[src/rtl/regex_pc_buffer.sv]
// regex_pc_buffer: first-word-fall-through thread-list FIFO of {cc_id, pc} pairs.
// Written by the output_pc side of regex_cpu and drained by its input_pc side.
// The head entry, count and status flags are registered. A push into an empty
// buffer shows up at the output one cycle later.
// Optional build macro: REGEX_PC_BUFFER_DEDUP_EN. When it is defined, an offered
// entry that matches an occupied entry is accepted but not stored, and the
// dup_dropped output pulses for one cycle.
module regex_pc_buffer #(
    parameter int PC_WIDTH   = 9,
    parameter int CC_ID_BITS = 2,
    parameter int DEPTH_BITS = 4
) (
    input  logic                  clk,
    input  logic                  rst,
    input  logic                  flush,
    input  logic                  in_pc_valid,
    input  logic [CC_ID_BITS-1:0] in_cc_id,
    input  logic [PC_WIDTH-1:0]   in_pc,
    output logic                  in_pc_ready,
    output logic                  out_pc_valid,
    output logic [CC_ID_BITS-1:0] out_cc_id,
    output logic [PC_WIDTH-1:0]   out_pc,
    input  logic                  out_pc_ready,
    output logic [DEPTH_BITS:0]   count,
    output logic                  empty,
    output logic                  full
`ifdef REGEX_PC_BUFFER_DEDUP_EN
    ,
    output logic                  dup_dropped
`endif
);

    localparam int DEPTH = 1 << DEPTH_BITS;
    localparam int EW    = CC_ID_BITS + PC_WIDTH;

    logic [EW-1:0]         mem_r [DEPTH];
    logic [DEPTH_BITS-1:0] wr_ptr_r;
    logic [DEPTH_BITS-1:0] rd_ptr_r;
    logic [DEPTH_BITS:0]   count_r;
    logic [EW-1:0]         head_r;
    logic                  valid_r;
    logic                  empty_r;
    logic                  full_r;

    logic                  push_s;
    logic                  pop_s;
    logic                  store_s;
    logic [DEPTH_BITS-1:0] wr_ptr_nxt_s;
    logic [DEPTH_BITS-1:0] rd_ptr_nxt_s;
    logic [DEPTH_BITS:0]   count_nxt_s;
    logic [EW-1:0]         head_nxt_s;

    // Ready is withdrawn while full or flushing. A pop in the same cycle does not free a slot.
    assign in_pc_ready = !full_r && !flush;
    assign push_s      = in_pc_valid && in_pc_ready;
    // A pop offered during a flush is not a transfer.
    assign pop_s       = valid_r && out_pc_ready && !flush;

`ifdef REGEX_PC_BUFFER_DEDUP_EN
    logic dup_match_s;
    logic dup_r;

    // Compare the offer against every occupied slot. Occupancy is the distance from rd_ptr below count_r.
    always_comb begin
        dup_match_s = 1'b0;
        for (int i = 0; i < DEPTH; i++) begin
            dup_match_s = dup_match_s |
                (({1'b0, DEPTH_BITS'(i) - rd_ptr_r} < count_r) &&
                 (mem_r[i] == {in_cc_id, in_pc}));
        end
    end

    assign store_s     = push_s && !dup_match_s;
    assign dup_dropped = dup_r;

    // Pulse dup_dropped in the cycle after an accepted duplicate.
    always_ff @(posedge clk or negedge rst) begin
        if (!rst) begin
            dup_r <= 1'b0;
        end else begin
            dup_r <= push_s && dup_match_s;
        end
    end
`else
    assign store_s = push_s;
`endif

    // Next pointers, count and head entry. Flush overrides push and pop.
    always_comb begin
        wr_ptr_nxt_s = wr_ptr_r;
        rd_ptr_nxt_s = rd_ptr_r;
        count_nxt_s  = count_r;
        head_nxt_s   = head_r;
        if (flush) begin
            wr_ptr_nxt_s = '0;
            rd_ptr_nxt_s = '0;
            count_nxt_s  = '0;
            head_nxt_s   = '0;
        end else begin
            wr_ptr_nxt_s = wr_ptr_r + DEPTH_BITS'(store_s);
            rd_ptr_nxt_s = rd_ptr_r + DEPTH_BITS'(pop_s);
            case ({store_s, pop_s})
                2'b10:   count_nxt_s = count_r + (DEPTH_BITS+1)'(1);
                2'b01:   count_nxt_s = count_r - (DEPTH_BITS+1)'(1);
                default: count_nxt_s = count_r;
            endcase
            // The new entry becomes the head when it lands on the slot the read pointer moves to.
            if (store_s && (wr_ptr_r == rd_ptr_nxt_s)) begin
                head_nxt_s = {in_cc_id, in_pc};
            end else begin
                head_nxt_s = mem_r[rd_ptr_nxt_s];
            end
        end
    end

    // Control state and registered outputs. Reset discards every entry at once.
    always_ff @(posedge clk or negedge rst) begin
        if (!rst) begin
            wr_ptr_r <= '0;
            rd_ptr_r <= '0;
            count_r  <= '0;
            head_r   <= '0;
            valid_r  <= 1'b0;
            empty_r  <= 1'b1;
            full_r   <= 1'b0;
        end else begin
            wr_ptr_r <= wr_ptr_nxt_s;
            rd_ptr_r <= rd_ptr_nxt_s;
            count_r  <= count_nxt_s;
            head_r   <= head_nxt_s;
            valid_r  <= (count_nxt_s != (DEPTH_BITS+1)'(0));
            empty_r  <= (count_nxt_s == (DEPTH_BITS+1)'(0));
            full_r   <= (count_nxt_s == (DEPTH_BITS+1)'(DEPTH));
        end
    end

    // Entry storage, which is not reset.
    always_ff @(posedge clk) begin
        if (store_s) begin
            mem_r[wr_ptr_r] <= {in_cc_id, in_pc};
        end
    end

    assign out_pc_valid = valid_r;
    assign out_cc_id    = head_r[EW-1:PC_WIDTH];
    assign out_pc       = head_r[PC_WIDTH-1:0];
    assign count        = count_r;
    assign empty        = empty_r;
    assign full         = full_r;

endmodule

[config.mk]
export PLATFORM = sky130hd
export DESIGN_NAME = regex_pc_buffer
export DESIGN_NICKNAME = d
export VERILOG_FILES = /design/src/rtl/regex_pc_buffer.sv
export SDC_FILE = /design/constraint.sdc
export NUM_CORES = 1
export LEC_CHECK = 0
export CAP_MARGIN = 25
export CORE_UTILIZATION = 50
export DETAILED_ROUTE_END_ITERATION = 8
export PLACE_DENSITY = 0.8
export SYNTH_ARGS = -nofsm -noshare
export SYNTH_HDL_FRONTEND = slang
export SYNTH_SLANG_ARGS = --single-unit
[constraint.sdc]
create_clock -name clk -period 3.8 [get_ports clk]
set_input_delay 0.76 -clock clk [delete_from_list [all_inputs] [get_ports clk]]
set_output_delay 0.76 -clock clk [all_outputs]
set_load 0.02 [all_outputs]
### Yosys cells after proc, flatten, opt, wreduce, memory -nomap -nowiden

Memory sizes are Yosys's and may differ from the RTL's.
Index checks and enable logic that the tools add are counted.

* reductions and logical operators: 9
* $add $sub $neg: 4
* mux-type cells: 8
* equal/unequal tests: 4

Operators by type and width (number)
* $mux 11: 2
* $pmux 5 s2: 1
* $add 4x1->4: 2
* $mux 4: 2
* $add 5x1->5 const B: 1
* $eq 5x5->1 const B: 1
* $logic_and 1x1->1: 5
* $logic_not 5->1: 1
* $mux 5: 1
* $reduce_bool 5->1: 1
* $sub 5x1->5 const B: 1
* $eq 4x4->1: 1
* $eq 2x1->1 const B: 1
* $eq 2x2->1 const B: 1
* $logic_not 1->1: 2
* $mux 1: 2

* bits of input ports: 16
* bits in writable memories: 176
* word-level logic and storage cells: 33
* output and inout bits: 20
* bits in registers: 27
* memories kept: 1

Memory list
* mem_r: depth 16, bits a word 11, read ports 1, clocked after memory_dff 0, write ports 1, line 36 `logic [EW-1:0] mem_r [DEPTH];`

### Longest topological paths before layout

Gate-level depths: netlist of the first run.

* depth in word-level cells: 7
* depth in mapped cells: 12
* mapped depth without buffers: 10

### Worst setup path before layout of the first run

Ideal clock, no wire load.

* path type: input -> register
* from: input flush
* to: register head_r[3]
* library setup time: 121 ps
* stages: 11
* path slack: 548 ps
* data required time: 3679 ps
* data arrival time: 3131 ps
* buffers on the path: 4
* cells stage by stage: buf_2 -> buf_1 -> nor2_1 -> ha_1 -> ha_1 -> buf_2 -> clkbuf_1 -> mux4_2 -> a211oi_1 -> a21oi_1 -> a22o_1

* cells in the longest elaborated chain, start to end: 7
* elaborated cells between the ends (all ways): 10
* those cells by class: add/sub: 1; eq/ne: 1; mux: 2; reduce/logical: 5; memory: 1

RTL lines
* from (decl): line 15 `input logic flush,`
* parallel branches: the longest is 6 deep, another holds $mem_v2 16x11
* $mux 11 *: line 94 `if (flush) begin`
* net head_nxt_s[3]: line 51 `logic [EW-1:0] head_nxt_s;`
* to (signal assigned): line 130 `head_r <= head_nxt_s;`
* to (decl): line 40 `logic [EW-1:0] head_r;`

Mark *: on every way through the listed nets, which the timed path passes.

### Worst setup path after layout of the first run

* from: input flush
* to: register empty_r (netlist: empty)

* cells in the longest elaborated chain, start to end: 7
* elaborated cells between the ends (all ways): 9
* those cells by class: eq/ne: 2; mux: 2; reduce/logical: 5

RTL lines
* $logic_not 1->1: line 54, 57
* $logic_and 1x1->1: line 54 `assign in_pc_ready = !full_r && !flush;`
* $logic_and 1x1->1: line 55 `assign push_s = in_pc_valid && in_pc_ready;`
* $eq 2x1->1 / $eq 2x2->1 (equally long branches): line 102 `case ({store_s, pop_s})`
* $pmux 5 s2: line 102
* $mux 5 *: line 94
* $logic_not 5->1 *: line 132 `empty_r <= (count_nxt_s == (DEPTH_BITS+1)'(0));`
* to (signal assigned): line 132
* to (decl): line 42 `logic empty_r;`

Every way passes the cells marked *; elsewhere a longest branch is shown, timed or not.

==> run summary, run 1 <==
Synth
- synthesized area: 8193 um^2
- number of distinct library cell variants in the gate-level netlist after synthesis: 44
- Mapped Cells: 419
- synthesis warning total: 0
- syn avg cell area: 19.55 um^2
- sequential cell area fraction in the yosys report: 72.77%
- flop and latch count out of synthesis: 203
- Net Count, Synth: 442

Detailed routing
- count of vias placed by the detailed router: 4169
- Avg WL per Cell: 23.14 um
- residual DRC count: 0
- final WL: 16450 um
- 1st-iter DRT viols: 357
- Vias per Instance: 5.864
- drt pass-1 iters: 4
- count of nets left with antenna violations after detail routing: 0

Cells and area
- total area of multi-input combinational cells: 2107 um^2
- register cell area after layout: 5962 um^2
- layout-stage area growth over the synthesis result: 17.33%
- net count reported at finish: 504
- Ant. Diodes: 0
- count of non-filler cells in the finished layout: 711
- ratio of cells with drive above 1 in the final layout: 21.62%
- total non-filler cell area in the finished layout: 9613 um^2
- fill cell instance count of the final layout: 1109

Worst setup path
- largest stage delay on the critical path: 0.47 ns
- CP required: 4.22 ns
- capturing element type of the critical path: flip-flop
- number of buffers and inverters on the critical path: 1
- Worst Path Class, Setup: in -> reg
- Slowest cell on crit path: sky130_fd_sc_hd__clkdlybuf4s50_1
- Crit Path Max Fanout: 7
- Top delay family on crit path: compound AO/OA/AOI/OAI gates
- cell chain of the critical path: clkdlybuf4s50_1, nor2_2, nand2_2, ha_1, xor2_1, ha_1, a211o_1, and4_1, a41oi_1, xor2_1, a31o_1
- type of origin of the critical path: primary input
- data arrival time of the critical path: 3.54 ns

Power
- switching power share of the total: 20.56%
- maximum resistive drop on vdd: 0.2950 mV
- part of the total power dissipated in sequential elements: 51.2%
- Psw: 997.4 uW
- standby leakage power: 0.003244 uW
- power density over the cells: 504.8 nW/um^2
- fraction of power consumed by combinational cells: 7.7%
- internal power contribution: 3855 uW
- power share of the clock group: 41.1%

CTS
- H-Tree Depth: 1
- Clk Tree Root Cell: sky130_fd_sc_hd__clkbuf_16
- hold buffers post-CTS: 0
- post-CTS setup buffer count: 0
- Clock transition at path regs: 0.06 ns
- clock net sink count: 203
- Skew-Pair Late Insertion Delay: 0.48 ns
- maximum buffer depth of the clock tree: 3
- number of CTS-inserted buffers: 20
- Resized Gates After CTS: 0
- TritonCTS clock tree: built

Timing
- number of setup violations in the final report: 0
- Setup Skew: 0.008554 ns
- Achievable Freq: 320.5 MHz
- final worst-path cycle share: 82.11%
- Least-Margin Pin Slew: 0.8884 ns
- worst hold slack: 0.6305 ns
- post-layout minimum cycle time: 3.120 ns
- setup repair after global routing missed its margin: no
- Max-slew headroom: 40.56%
- final number of hold-violating endpoints: 0
- setup tns final: 0 ns
- fin. max-slew vios: 0

Global routing
- grt met3 use: 3.280%
- global route overflow: 0
- initial antenna violation count: 0
- total track usage: 20.40%
- global routing usage on met2: 34.79%
- number of global-route vias before repair: 4285
- met1 Track Usage GR: 26.55%
- global-route wire length before repair: 24810 um
- layer carrying the most global-route usage: met2
- largest net degree at the start of global routing: 28

Floorplanning
- Initial Utilization: 51.39%
- Floorplan Core Area: 15940 um^2
- number of I/O pins: 36
- overall die area: 16900 um^2
- die span in x: 130.0 um
- die height: 130.0 um
- row count: 46

Place
- area of placed instances: 8947 um^2
- dpl cells: 675
- IO Port Bufs: 35
- HPWL after detailed placement: 10440 um
- Final GP Congestion: 0.7905

Run status
- run status: finished, final reports clean

Min path
- path category of the worst min-delay check: reg -> reg

Job
- max-capacitance violation count: 0

==> routing by layer <==
| layer | up-vias | routed length (um) |
|---|---|---|
| met5 | - | 0 |
| met4 | 0 | 571 |
| met3 | 41 | 1011 |
| met2 | 177 | 8214 |
| met1 | 2142 | 6654 |
| li1 | 1809 | - |
==> area by class of cell <==
| type | count | share of cell area [%] |
|---|---|---|
| Clock buffer | 26 | 5.662 |
| Timing Repair Buffer | 65 | 6.248 |
| Inverter | 2 | 0.07809 |
| Clock inverter | 10 | 1.263 |
| Tap cell | 216 | 2.811 |
| Sequential cell | 203 | 62.02 |
| Multi-Input combinational cell | 189 | 21.92 |
==> cells in the mapped netlist, drive strengths merged <==
cell | instances | area (um^2)
and2 | 1 | 6.260
clkbuf | 7 | 30.03
nor3b | 2 | 15.01
and4 | 1 | 8.760
buf | 18 | 137.6
nand2b | 3 | 18.77
ha | 7 | 87.58
inv | 2 | 7.500
a21oi | 14 | 70.07
dfrtp | 26 | 650.6
mux4 | 44 | 1028
nor2 | 25 | 96.35
nor4bb | 1 | 10.01
o21ai | 1 | 5.000
a211oi | 12 | 105.1
a31o | 1 | 8.760
mux2i | 12 | 120.1
or3 | 1 | 6.260
nand2 | 5 | 21.27
nor2b | 17 | 106.4
o31ai | 1 | 7.510
nand3 | 5 | 25.02
xor2 | 7 | 61.31
a41oi | 1 | 8.760
a22o | 11 | 96.34
edfxtp | 176 | 5285
dfstp | 1 | 26.28
xnor2 | 6 | 52.55
a211o | 2 | 17.52
xor3 | 1 | 23.77
nand3b | 1 | 7.510
a31oi | 1 | 6.260
nor3 | 5 | 25.02
a41o | 1 | 10.01
==> worst paths after layout <==
path                              to  slack, ns          from  depth (start not counted)
min in group asynchronous  head_r[1]       0.67           rst                          2
setup / recovery               empty       0.68         flush                         11
hold / removal              count[4]       0.63      count[4]                          2
max in group asynchronous      empty       2.82           rst                          2
hold reg to reg             count[4]       0.63      count[4]                          2
setup reg to reg               empty       1.09  out_pc_valid                         10
==> worst min-delay path: stages (launching register included) <==
cell,delay [ns]
sky130_fd_sc_hd__dfrtp_1,0.36
sky130_fd_sc_hd__xor2_1,0.13
sky130_fd_sc_hd__nor2_1,0.10
==> layout by cell type (no fill, tap or decap), drive strengths merged, types with 5 or more instances in the layout <==
cell type	synthesis	final
edfxtp	176	176
mux4	44	44
clkdlybuf4s50	0	35
buf	18	30
dfrtp	26	26
clkbuf	7	26
nor2	25	25
nor2b	17	17
a21oi	14	14
mux2i	12	12
a211oi	12	12
a22o	11	11
xor2	7	7
ha	7	7
clkinv	0	7
xnor2	6	6
nand3	5	5
nand2	5	5
nor3	5	5
==> logic make-up (layout without fill, tap and decap cells) <==
| logic type | Yosys count | count (layout) | share of synthesized area (%) |
|---|---|---|---|
| compound gates | 45 | 45 | 4.093 |
| xor+xnor | 14 | 14 | 1.680 |
| fa+ha+maj | 7 | 7 | 1.069 |
| buf+inv | 27 | 103 | 2.138 |
| flops | 203 | 203 | 72.77 |
| mux | 56 | 56 | 14.02 |
| simple gates | 67 | 67 | 4.230 |
==> flip-flops by register name, summed over array words and instances (netlist names) <==
signal	count
full	1
mem_r	176
head_r	11
count	5
empty	1
rd_ptr_r	4
wr_ptr_r	4
out_pc_valid	1
==> power groups by stage <==
stage               sequential (uW)  combinational [uW]  clock (uW)
global route                   2480                 401        2100
floorplan                      2550                 209           0
detailed placement             2530                 374           0
CTS                            2480                 377        2030
finish                         2480                 374        1990
global placement               2530                 359           0
==> per-stage QoR <==
step	total power (uW)	setup WS [ns]	utilization, %
after floorplan	2756	0.5478	-
after detailed placement	2904	0.2195	56.12
after global routing	4989	0.4882	60.30
after global placement	2886	0.3420	56.12
final	4852	0.6798	60.30
after CTS	4889	0.6970	60.30
No activity file was read; power rests on OpenSTA's default activity.
==> run 2: changes to the inputs <==
Clock period 3.8 ns to 3 ns, I/O delays scaled along.
==> run 2 against run 1 <==
Against the previous run:
- clock-buffer cell count grew 9
- final area grew 1.9%
- routed wire length is 4.1% higher
- clock skew up 0.0050 ns
- clock power is 16% higher
- worst hold slack lost 0.11 ns
- setup slack worse by 0.41 ns
- core utilization increased by 1.2 points
- highest routed layer unchanged
==> run summary, run 2 (synthesis results as in run 1) <==
Floorplanning
- die height: 130.0 um
- die span in x: 130.0 um
- overall die area: 16900 um^2
- Floorplan Core Area: 15940 um^2
- number of I/O pins: 36
- row count: 46
- Initial Utilization: 51.39%

CTS
- Clk Tree Root Cell: sky130_fd_sc_hd__clkbuf_16
- Skew-Pair Late Insertion Delay: 0.49 ns
- clock net sink count: 203
- TritonCTS clock tree: built
- number of CTS-inserted buffers: 20
- H-Tree Depth: 1
- hold buffers post-CTS: 0
- Resized Gates After CTS: 0
- Clock transition at path regs: 0.06 ns
- maximum buffer depth of the clock tree: 3
- post-CTS setup buffer count: 0

Run status
- run status: finished, final reports clean

Worst setup path
- Reg2Reg Capture Point: head_r[3]
- source of the critical timing path: flush
- Reg2Reg Setup Slack: 0.44 ns
- Crit Path Max Fanout: 4
- capturing element of the worst setup path: out_pc_valid
- type of origin of the critical path: primary input
- startpoint of the worst-slack reg-to-reg timing path: out_pc_valid
- Top delay family on crit path: compound AO/OA/AOI/OAI gates
- cell chain of the critical path: clkdlybuf4s50_1, buf_4, nor2_4, nand2_2, ha_1, xor2_1, ha_1, a211o_1, and4_1, a41oi_1, xor2_1, a31oi_1
- data arrival time of the critical path: 3.08 ns
- largest stage delay on the critical path: 0.42 ns
- Worst Path Class, Setup: in -> reg
- Slowest cell on crit path: sky130_fd_sc_hd__clkdlybuf4s50_1
- CP required: 3.35 ns
- number of cells on the worst reg-to-reg path: 9
- number of buffers and inverters on the critical path: 2
- number of stages on the worst setup path: 12
- capturing element type of the critical path: flip-flop

Place
- Final GP Congestion: 0.8462
- IO Port Bufs: 35
- dpl cells: 704
- post-placement setup slack: -0.2248 ns
- HPWL after detailed placement: 10610 um
- area of placed instances: 9195 um^2

Cells and area
- most frequent cells in the layout: sky130_fd_sc_hd__edfxtp_1 (176), sky130_fd_sc_hd__buf_4 (55), sky130_fd_sc_hd__clkdlybuf4s50_1 (35), sky130_fd_sc_hd__mux4_2 (34), sky130_fd_sc_hd__dfrtp_1 (26)
- Ant. Diodes: 0
- fill cell instance count of the final layout: 1078
- most common library cell in the layout ignoring fill and taps: sky130_fd_sc_hd__edfxtp_1
- max FFs per register: 176
- layout-stage area growth over the synthesis result: 19.59%
- net count reported at finish: 533
- ratio of cells with drive above 1 in the final layout: 25.19%
- total non-filler cell area in the finished layout: 9798 um^2
- count of non-filler cells in the finished layout: 740
- register containing the most flip-flops in the final layout: mem_r

Timing
- post-layout minimum cycle time: 2.732 ns
- Least-Margin Pin Slew: 0.6261 ns
- final critical-path setup slack: 0.2677 ns
- Max-slew headroom: 58.13%
- setup repair after global routing missed its margin: no
- fin. max-slew vios: 0
- final number of hold-violating endpoints: 0
- final worst-path cycle share: 91.08%
- number of setup violations in the final report: 0
- Achievable Freq: 366.0 MHz
- Setup Skew: 0.01359 ns

Detailed routing
- final WL: 17120 um
- count of nets left with antenna violations after detail routing: 0
- count of vias placed by the detailed router: 4363
- residual DRC count: 0
- 1st-iter DRT viols: 376
- drt pass-1 iters: 5
- Avg WL per Cell: 23.14 um
- Vias per Instance: 5.896

Power
- Psw: 1266 uW
- internal power contribution: 4698 uW
- maximum resistive drop on vdd: 0.4846 mV
- power share of the clock group: 38.8%
- power density over the cells: 608.7 nW/um^2
- switching power share of the total: 21.23%
- standby leakage power: 0.003368 uW
- fraction of power consumed by combinational cells: 8.5%
- part of the total power dissipated in sequential elements: 52.7%

Global routing
- total track usage: 21.59%
- largest net degree at the start of global routing: 28
- global routing usage on met2: 34.92%
- global-route wire length before repair: 26170 um
- met1 Track Usage GR: 29.23%
- initial antenna violation count: 0
- layer carrying the most global-route usage: met2
- global route overflow: 0
- number of global-route vias before repair: 4512
- grt met3 use: 3.280%

Min path
- path category of the worst min-delay check: in -> async

Job
- max-capacitance violation count: 0

run 2: power by group through the flow:
stage	combinational, uW	clock [uW]	sequential, uW
finish	507	2310	3140
global route	547	2450	3150
CTS	510	2340	3140
detailed placement	506	0	3200
global placement	490	0	3200
floorplan	266	0	3230
run 2: layer usage:
| metal | vias to the layer above | share of wire, % |
|---|---|---|
| met5 | - | 0 |
| met1 | 2220 | 40 |
| met3 | 48 | 7.2 |
| li1 | 1867 | - |
| met4 | 0 | 4.2 |
| met2 | 228 | 49 |
run 2: how the worst min path moves through the flow:
stage	endpoint	slack [ns]	cells past startpoint
floorplan	count[0]	0.30	0
global placement	count[4]	0.60	2
detailed placement	count[4]	0.63	2
CTS	head_r[0]	0.52	2
global route	head_r[10]	0.56	2
finish	head_r[10]	0.52	2
run 2: final cells by class:
type                       instances  area (um^2)  area share, %
sequential                       203         5962          60.85
clock inverter                     1        16.27         0.1660
clock buffer                      35        586.8          5.989
tap                              216        270.3          2.758
multi-input combinational        189         2112          21.56
timing repair buffer              94        843.3          8.607
inverter                           2        7.507        0.07662
run 2: per-stage QoR:
step | hold WS, ns | utilization (%) | total power (uW) | setup TNS (ns)
after detailed placement | 0.6310 | 57.68 | 3710 | -1.310
after global placement | 0.5971 | 57.68 | 3690 | -0.9195
after floorplan | 0.3044 | - | 3492 | 0
final | 0.5205 | 61.46 | 5964 | 0
after CTS | 0.5241 | 61.46 | 5990 | 0
after global routing | 0.5569 | 61.46 | 6139 | 0
==> run 3: changes to the inputs <==
Settings changed: CTS_CLUSTER_SIZE set to 28, HOLD_SLACK_MARGIN set to 0.06.
==> results of run 3 <==
Final layout, timing and power as in run 2 (identical DEF).
